**src/rtl/dmem_responder_pkg.sv**
```systemverilog
// Shared types for the data-memory responder.
//   block          : one memory word / data-bus beat (16 bits)
//   reg_addr_t     : destination register index carried as a load tag
//   dmem_state_t   : responder FSM state
//   DMEM_RST_VALUE : reset value of memory words and response data
package dmem_responder_pkg;

  typedef logic [15:0] block;
  typedef logic [3:0]  reg_addr_t;

  typedef enum logic [1:0] {IDLE, WAIT, RESP} dmem_state_t;

  localparam block DMEM_RST_VALUE = '0;

endpackage

```
**src/rtl/dmem_array.sv**
```systemverilog
// DEPTH x block storage: one synchronous write port, one combinational read port,
// asynchronous clear of every word on reset.
// Ports:
//   clk, rst    : clock, asynchronous active-low reset
//   we          : write enable (commits on posedge)
//   waddr/wdata : write address and data
//   raddr/rdata : combinational read address and data
module dmem_array
  import dmem_responder_pkg::*;
#(
  parameter int unsigned DEPTH  = 64,
  parameter int unsigned ADDR_W = 6
) (
  input  logic              clk,
  input  logic              rst,
  input  logic              we,
  input  logic [ADDR_W-1:0] waddr,
  input  logic [15:0]       wdata,
  input  logic [ADDR_W-1:0] raddr,
  output logic [15:0]       rdata
);

  block mem_q [DEPTH];

  always_ff @(posedge clk or negedge rst) begin
    if (!rst) begin
      for (int i = 0; i < int'(DEPTH); i++) begin
        mem_q[i] <= DMEM_RST_VALUE;
      end
    end else if (we) begin
      mem_q[waddr] <= wdata;
    end
  end

  assign rdata = mem_q[raddr];

endmodule

```
**src/rtl/dmem_responder.sv**
```systemverilog
// Data-memory responder between the Memory stage and write-back.
// Stores commit at their accept edge with no response; loads return data and tag on
// the rsp channel LATENCY cycles after accept, with a single read outstanding.
// Ports:
//   clk, rst                       : clock, asynchronous active-low reset
//   flush                          : branch taken, cancels any in-flight read
//   req_valid/req_ready            : request handshake
//   req_write/req_addr/req_wdata   : store flag, word address, store data
//   req_tag                        : load destination register, echoed as rsp_tag
//   rsp_valid/rsp_ready            : read-response handshake
//   rsp_data/rsp_tag               : read data and echoed tag
//   err_oob                        : sticky, an out-of-range access was accepted
module dmem_responder
  import dmem_responder_pkg::*;
#(
  parameter int unsigned DEPTH   = 64,
  parameter int unsigned LATENCY = 2
) (
  input  logic        clk,
  input  logic        rst,
  input  logic        flush,
  input  logic        req_valid,
  output logic        req_ready,
  input  logic        req_write,
  input  logic [15:0] req_addr,
  input  logic [15:0] req_wdata,
  input  logic [3:0]  req_tag,
  output logic        rsp_valid,
  input  logic        rsp_ready,
  output logic [15:0] rsp_data,
  output logic [3:0]  rsp_tag,
  output logic        err_oob
);

  localparam int unsigned AW = $clog2(DEPTH);
  localparam int unsigned CW = $clog2(LATENCY + 1);

  dmem_state_t   state_q, state_d;
  logic [CW-1:0] cnt_q, cnt_d;
  block          data_q, data_d;
  reg_addr_t     tag_q, tag_d;
  logic          err_q, err_d;

  logic [AW-1:0] idx;
  logic          oob;
  logic          accept;
  logic          mem_we;
  block          rd_data;

  assign idx       = req_addr[AW-1:0];
  assign oob       = 32'(req_addr) >= DEPTH;
  assign req_ready = (state_q == IDLE) && !flush;
  assign accept    = req_valid && req_ready;
  // Out-of-range stores are accepted but must not alias onto a low index.
  assign mem_we    = accept && req_write && !oob;

  dmem_array #(
    .DEPTH  (DEPTH),
    .ADDR_W (AW)
  ) u_array (
    .clk   (clk),
    .rst   (rst),
    .we    (mem_we),
    .waddr (idx),
    .wdata (req_wdata),
    .raddr (idx),
    .rdata (rd_data)
  );

  always_comb begin
    state_d = state_q;
    cnt_d   = cnt_q;
    data_d  = data_q;
    tag_d   = tag_q;
    err_d   = err_q | (accept && oob);
    unique case (state_q)
      IDLE: begin
        if (accept && !req_write) begin
          data_d = oob ? DMEM_RST_VALUE : rd_data;
          tag_d  = req_tag;
          if (LATENCY == 1) begin
            state_d = RESP;
          end else begin
            state_d = WAIT;
            cnt_d   = CW'(LATENCY - 1);
          end
        end
      end
      WAIT: begin
        if (flush) begin
          state_d = IDLE;
          data_d  = DMEM_RST_VALUE;
          tag_d   = '0;
        end else if (cnt_q == CW'(1)) begin
          state_d = RESP;
        end else begin
          cnt_d = cnt_q - CW'(1);
        end
      end
      RESP: begin
        // Flush drops the response even when rsp_ready is high this edge.
        if (flush || rsp_ready) begin
          state_d = IDLE;
          data_d  = DMEM_RST_VALUE;
          tag_d   = '0;
        end
      end
      default: begin
        state_d = IDLE;
      end
    endcase
  end

  always_ff @(posedge clk or negedge rst) begin
    if (!rst) begin
      state_q <= IDLE;
      cnt_q   <= '0;
      data_q  <= DMEM_RST_VALUE;
      tag_q   <= '0;
      err_q   <= 1'b0;
    end else begin
      state_q <= state_d;
      cnt_q   <= cnt_d;
      data_q  <= data_d;
      tag_q   <= tag_d;
      err_q   <= err_d;
    end
  end

  assign rsp_valid = (state_q == RESP);
  assign rsp_data  = data_q;
  assign rsp_tag   = tag_q;
  assign err_oob   = err_q;

endmodule

```
**config.mk**
```make
export PLATFORM = sky130hd
export DESIGN_NAME = dmem_responder
export DESIGN_NICKNAME = d
export VERILOG_FILES = /design/src/rtl/dmem_responder_pkg.sv /design/src/rtl/dmem_array.sv /design/src/rtl/dmem_responder.sv
export SDC_FILE = /design/constraint.sdc
export NUM_CORES = 2
export LEC_CHECK = 0
export ABC_AREA = 1
export BUFFER_PORTS_ARGS = -buffer_cell sky130_fd_sc_hd__buf_4
export CAP_MARGIN = 20
export CORE_MARGIN = 3
export CORE_UTILIZATION = 65
export DETAILED_ROUTE_END_ITERATION = 8
export PLACE_DENSITY = 0.82
export SYNTH_ARGS = -nofsm -noshare
export SYNTH_HDL_FRONTEND = slang
export SYNTH_SLANG_ARGS = --single-unit
```
**constraint.sdc**
```tcl
create_clock -name clk -period 5 [get_ports clk]
set_input_delay 1.5 -clock clk [delete_from_list [all_inputs] [get_ports clk]]
set_output_delay 1.5 -clock clk [all_outputs]
set_load 0.01 [all_outputs]
```
Yosys cells after proc, flatten, opt, wreduce, memory -nomap -nowiden --
Cells that the tools add are included.
Operators by class: $add $sub $neg 1, magnitude comparators 3, equal/unequal tests 9, multiplexer cells 23, bitwise logic cells 2, reduce and logical (&&, ||, !) cells 17
Operators by type and width (count):
- $bwmux 1024 | 1
- $mux 16 | 7
- $bmux 16 s6 | 1
- $demux 16 s6 | 1
- $pmux 16 s3 | 1
- $ge 16x7->1 const B | 1
- $mux 2 | 6
- $mux 4 | 3
- $pmux 4 s3 | 1
- $reduce_and 4->1 | 2
- $ge 7x7->1 const B | 1
- $logic_and 1x1->1 | 7
- $lt 7x1->1 const B | 1
- $not 6->7 | 1
- $ne 2x2->1 const B | 3
- $pmux 2 s3 | 1
- $eq 2x1->1 const B | 2
- $ne 2x1->1 const B | 2
- $pmux 2 s2 | 1
- $logic_not 1->1 | 3
- $ne 3x3->1 const B | 1
- $reduce_and 3->1 | 1
- $reduce_bool 3->1 | 1
- $eq 2x2->1 const B | 1
- other kinds (5) | 5
Word-level totals: flip-flop bits (word level) 1049, input port bits 42, output and inout bits 23, logic and storage cells 124

Logic depth before layout (Yosys ltp) --
depth after elaboration 7, gate-level depth with buffers 14, depth with buffers taken out 12

Modules after synthesis --
A second synthesis with hierarchy kept.
Unflattened totals: cell total of the unflattened synthesis 6030, area, all modules 47576.9 um^2
By module, submodules not included:
- dmem_array | instances 1, cells an instance 5853, area an instance 46208.1 um^2
- dmem_responder | instances 1, cells an instance 177, area an instance 1368.8 um^2

Worst setup path before layout --
No wires, ideal clock.
path kind in2out, start input port flush, end output port req_ready, data arrival time 1.682 ns, data required time 3.500 ns, setup slack 1.818 ns, cell stages on the path 1, buffers on the path 0, path through nor2_2
Between the ends: word-level cells in the longest chain between the ends 2
Ends and longest elaborated chain:
- start: declaration | RTL line dmem_responder.sv:21 | input logic flush,
- $logic_not 1->1 | RTL line dmem_responder.sv:52 | assign req_ready = (state_q == IDLE) && !flush;
- $logic_and 1x1->1 | RTL line dmem_responder.sv:52
- end: declaration | RTL line dmem_responder.sv:23 | output logic req_ready,
Every way passes these cells.

Final worst setup path --
Same ends and word-level chain as after synthesis.

==> results.json <==
{
  "synthCells": 6576,
  "arrival_ps": 1920,
  "drv_cap": 0,
  "vias": 44100,
  "route.detailed.drc": 0,
  "io_pins": 65,
  "vias_per_cell": 5.89,
  "grt_usage_pct": 36.7,
  "final_hold_viol_count": 0,
  "worst_ep_required_time_ps": 3500,
  "layout_min_cycle_time_ps": 3420,
  "syn-num-nets": 6624,
  "pre_cts_slack_ps": 1050,
  "leakage_nw": 25.9,
  "clock_latency_ps": 670,
  "start_util_pct": 65.8,
  "drive_above_1_share_pct": 7.10,
  "grt_pass1_wl_mm": 229,
  "worst_slew_pin_slew_ps": 971,
  "ys.warnings.count": 0,
  "die_x_um": 281,
  "clock-sinks": 1049,
  "cts.clk_slew.worst_paths_ps": 60,
  "criticalPathCategory": "primary input to output port",
  "fp.dieArea_mm2": 0.0790,
  "cts_tree": "built",
  "hp-class": "flip-flop to flip-flop",
  "ys_ff_latch": 1049,
  "numCtsBuffers": 109,
  "drv_slew": 0,
  "port-buffer-count": 64,
  "rsz0062_at_grt": "no",
  "ys_seq_area_share_pct": 53.4,
  "cts_setup_buffers": 0,
  "final_common_cell": "nand2_1",
  "dr.first_iter.drc_count": 5904,
  "fin_worst_skew_ps": 15.4,
  "max-vdd-ir-drop_mv": 0.360,
  "antenna_left": 0,
  "coreArea_mm2": 0.0747,
  "setup_tns_ps": 0,
  "area_growth_pct": 10.9,
  "slew_headroom_pct": 35.2,
  "final_cell_mix": "2946 x nand2_1, 1095 x o21ai_0, 1049 x dfrtp_1, 446 x inv_1, 287 x nand3_1",
  "cts_hold_buf": 0,
  "ctsHtreeMaxLevel": 3,
  "avgRoutedWirePerCell_um": 19.1,
  "crit_path_start_kind": "primary input",
  "grt_overflow": 0,
  "syn-cell-area_mm2": 0.0492,
  "worstPathMaxFanout": 4,
  "row_count": 100,
  "whs_path_depth": 2,
  "antenna_found_initial": 0,
  "cts_resized": 0,
  "clk_path_buf_depth": 3,
  "outcome": "complete, no violations",
  "timing.fmax_mhz": 292,
  "die_h_um": 281,
  "timing.final.crit_share_pct": 68.5,
  "grt_max_degree": 113,
  "nets": 6466,
  "dr.pass1.iters": 7,
  "finalWirelength_mm": 143,
  "setup_ws_ps": 1580,
  "p_per_area_mw_per_mm2": 342,
  "synth_area_per_cell_um2": 7.48,
  "netlist-cell-type-count": 21,
  "place.gp.congestion": 0.944,
  "r2r_cells": 12,
  "dp_hpwl_mm": 85.3,
  "cp-end-kind": "output port",
  "first_global_vias": 41700,
  "root_buffer": "clkbuf_16",
  "setup_violations": 0
}
## synth_stat cells
cell type | count | area (um2)
a21oi_1 | 2 | 10.0
a31o_2 | 1 | 8.76
and2_1 | 1 | 6.26
buf_1 | 41 | 154
buf_2 | 32 | 160
clkbuf_1 | 434 | 1630
clkinv_1 | 16 | 60.1
dfrtp_1 | 1049 | 26300
ha_1 | 6 | 75.1
inv_1 | 447 | 1680
inv_2 | 3 | 11.3
nand2_1 | 2946 | 11100
nand3_1 | 287 | 1440
nand3b_1 | 2 | 15.0
nand4_1 | 127 | 795
nor2_1 | 75 | 282
nor2_2 | 2 | 12.5
nor3_1 | 8 | 40.0
nor3_2 | 1 | 10.0
o21ai_0 | 1095 | 5480
or2_2 | 1 | 6.26
## metal layers
metal  up-vias  share of wire [%]  global-route usage, %
li1      20300                  -                      -
met1     20800                 40                   52.0
met2      2490                 44                   54.6
met3       396                 12                   8.58
met4         0                4.1                   16.1
met5         -                  0                      0
## registers in the layout, indices dropped and copies added, names as in the netlist
| name | cells |
|---|---|
| u_array.mem_q | 1024 |
| rsp_data | 16 |
| rsp_tag | 4 |
| cnt_q | 2 |
| state_q | 2 |
| err_oob | 1 |
## where the power goes
group,switching [mW],internal (mW),leakage [nW],total [mW]
clock network,3.46,5.11,1.90,8.56
logic,1.20,0.369,9.37,1.57
registers,0.0169,8.52,14.6,8.53
## through the flow
step	instances	utilization (%)	power, mW	cell area [um2]	hold slack (ps)
after floorplan	6576	-	9.47	49200	444
after global placement	7273	67.8	10.2	50700	460
after detailed placement	7274	67.8	10.2	50700	468
after CTS	7478	72.9	18.7	54500	482
after global routing	7480	73.0	19.2	54500	496
final	7481	73.0	18.7	54500	479
## kinds of logic after synthesis
kind of cell    synth area share, %
buf+inv                        7.51
simple gates                   27.8
flops                          53.4
compound gates                 11.2
fa+ha+maj                     0.153
## worst paths after layout
check,slack [ps],endpoint,startpoint
max reg2reg,1980,u_array.mem_q[882]$_DFFE_PN0P_,state_q[0]$_DFFE_PN0P_
max in group asynchronous,2880,u_array.mem_q[107]$_DFFE_PN0P_,rst
min reg2reg,480,u_array.mem_q[191]$_DFFE_PN0P_,u_array.mem_q[191]$_DFFE_PN0P_
min,480,u_array.mem_q[191]$_DFFE_PN0P_,u_array.mem_q[191]$_DFFE_PN0P_
min in group asynchronous,890,u_array.mem_q[861]$_DFFE_PN0P_,rst
max,1580,req_ready,flush
## critical path: stages
cell,delay (ps)
buf_4,120
nor2_2,150
buf_4,150
## layout make-up
cell class,instances,area (um2)
Sequential cell,1049,26300
Tap cell,969,1210
Multi-Input combinational cell,4554,19300
Clock buffer,151,3180
Fill cell,5625,20200
Inverter,466,1760
Timing Repair Buffer,238,2190
Clock inverter,53,631
Antenna cell,1,2.50
Power figures use the tool's default switching activity.
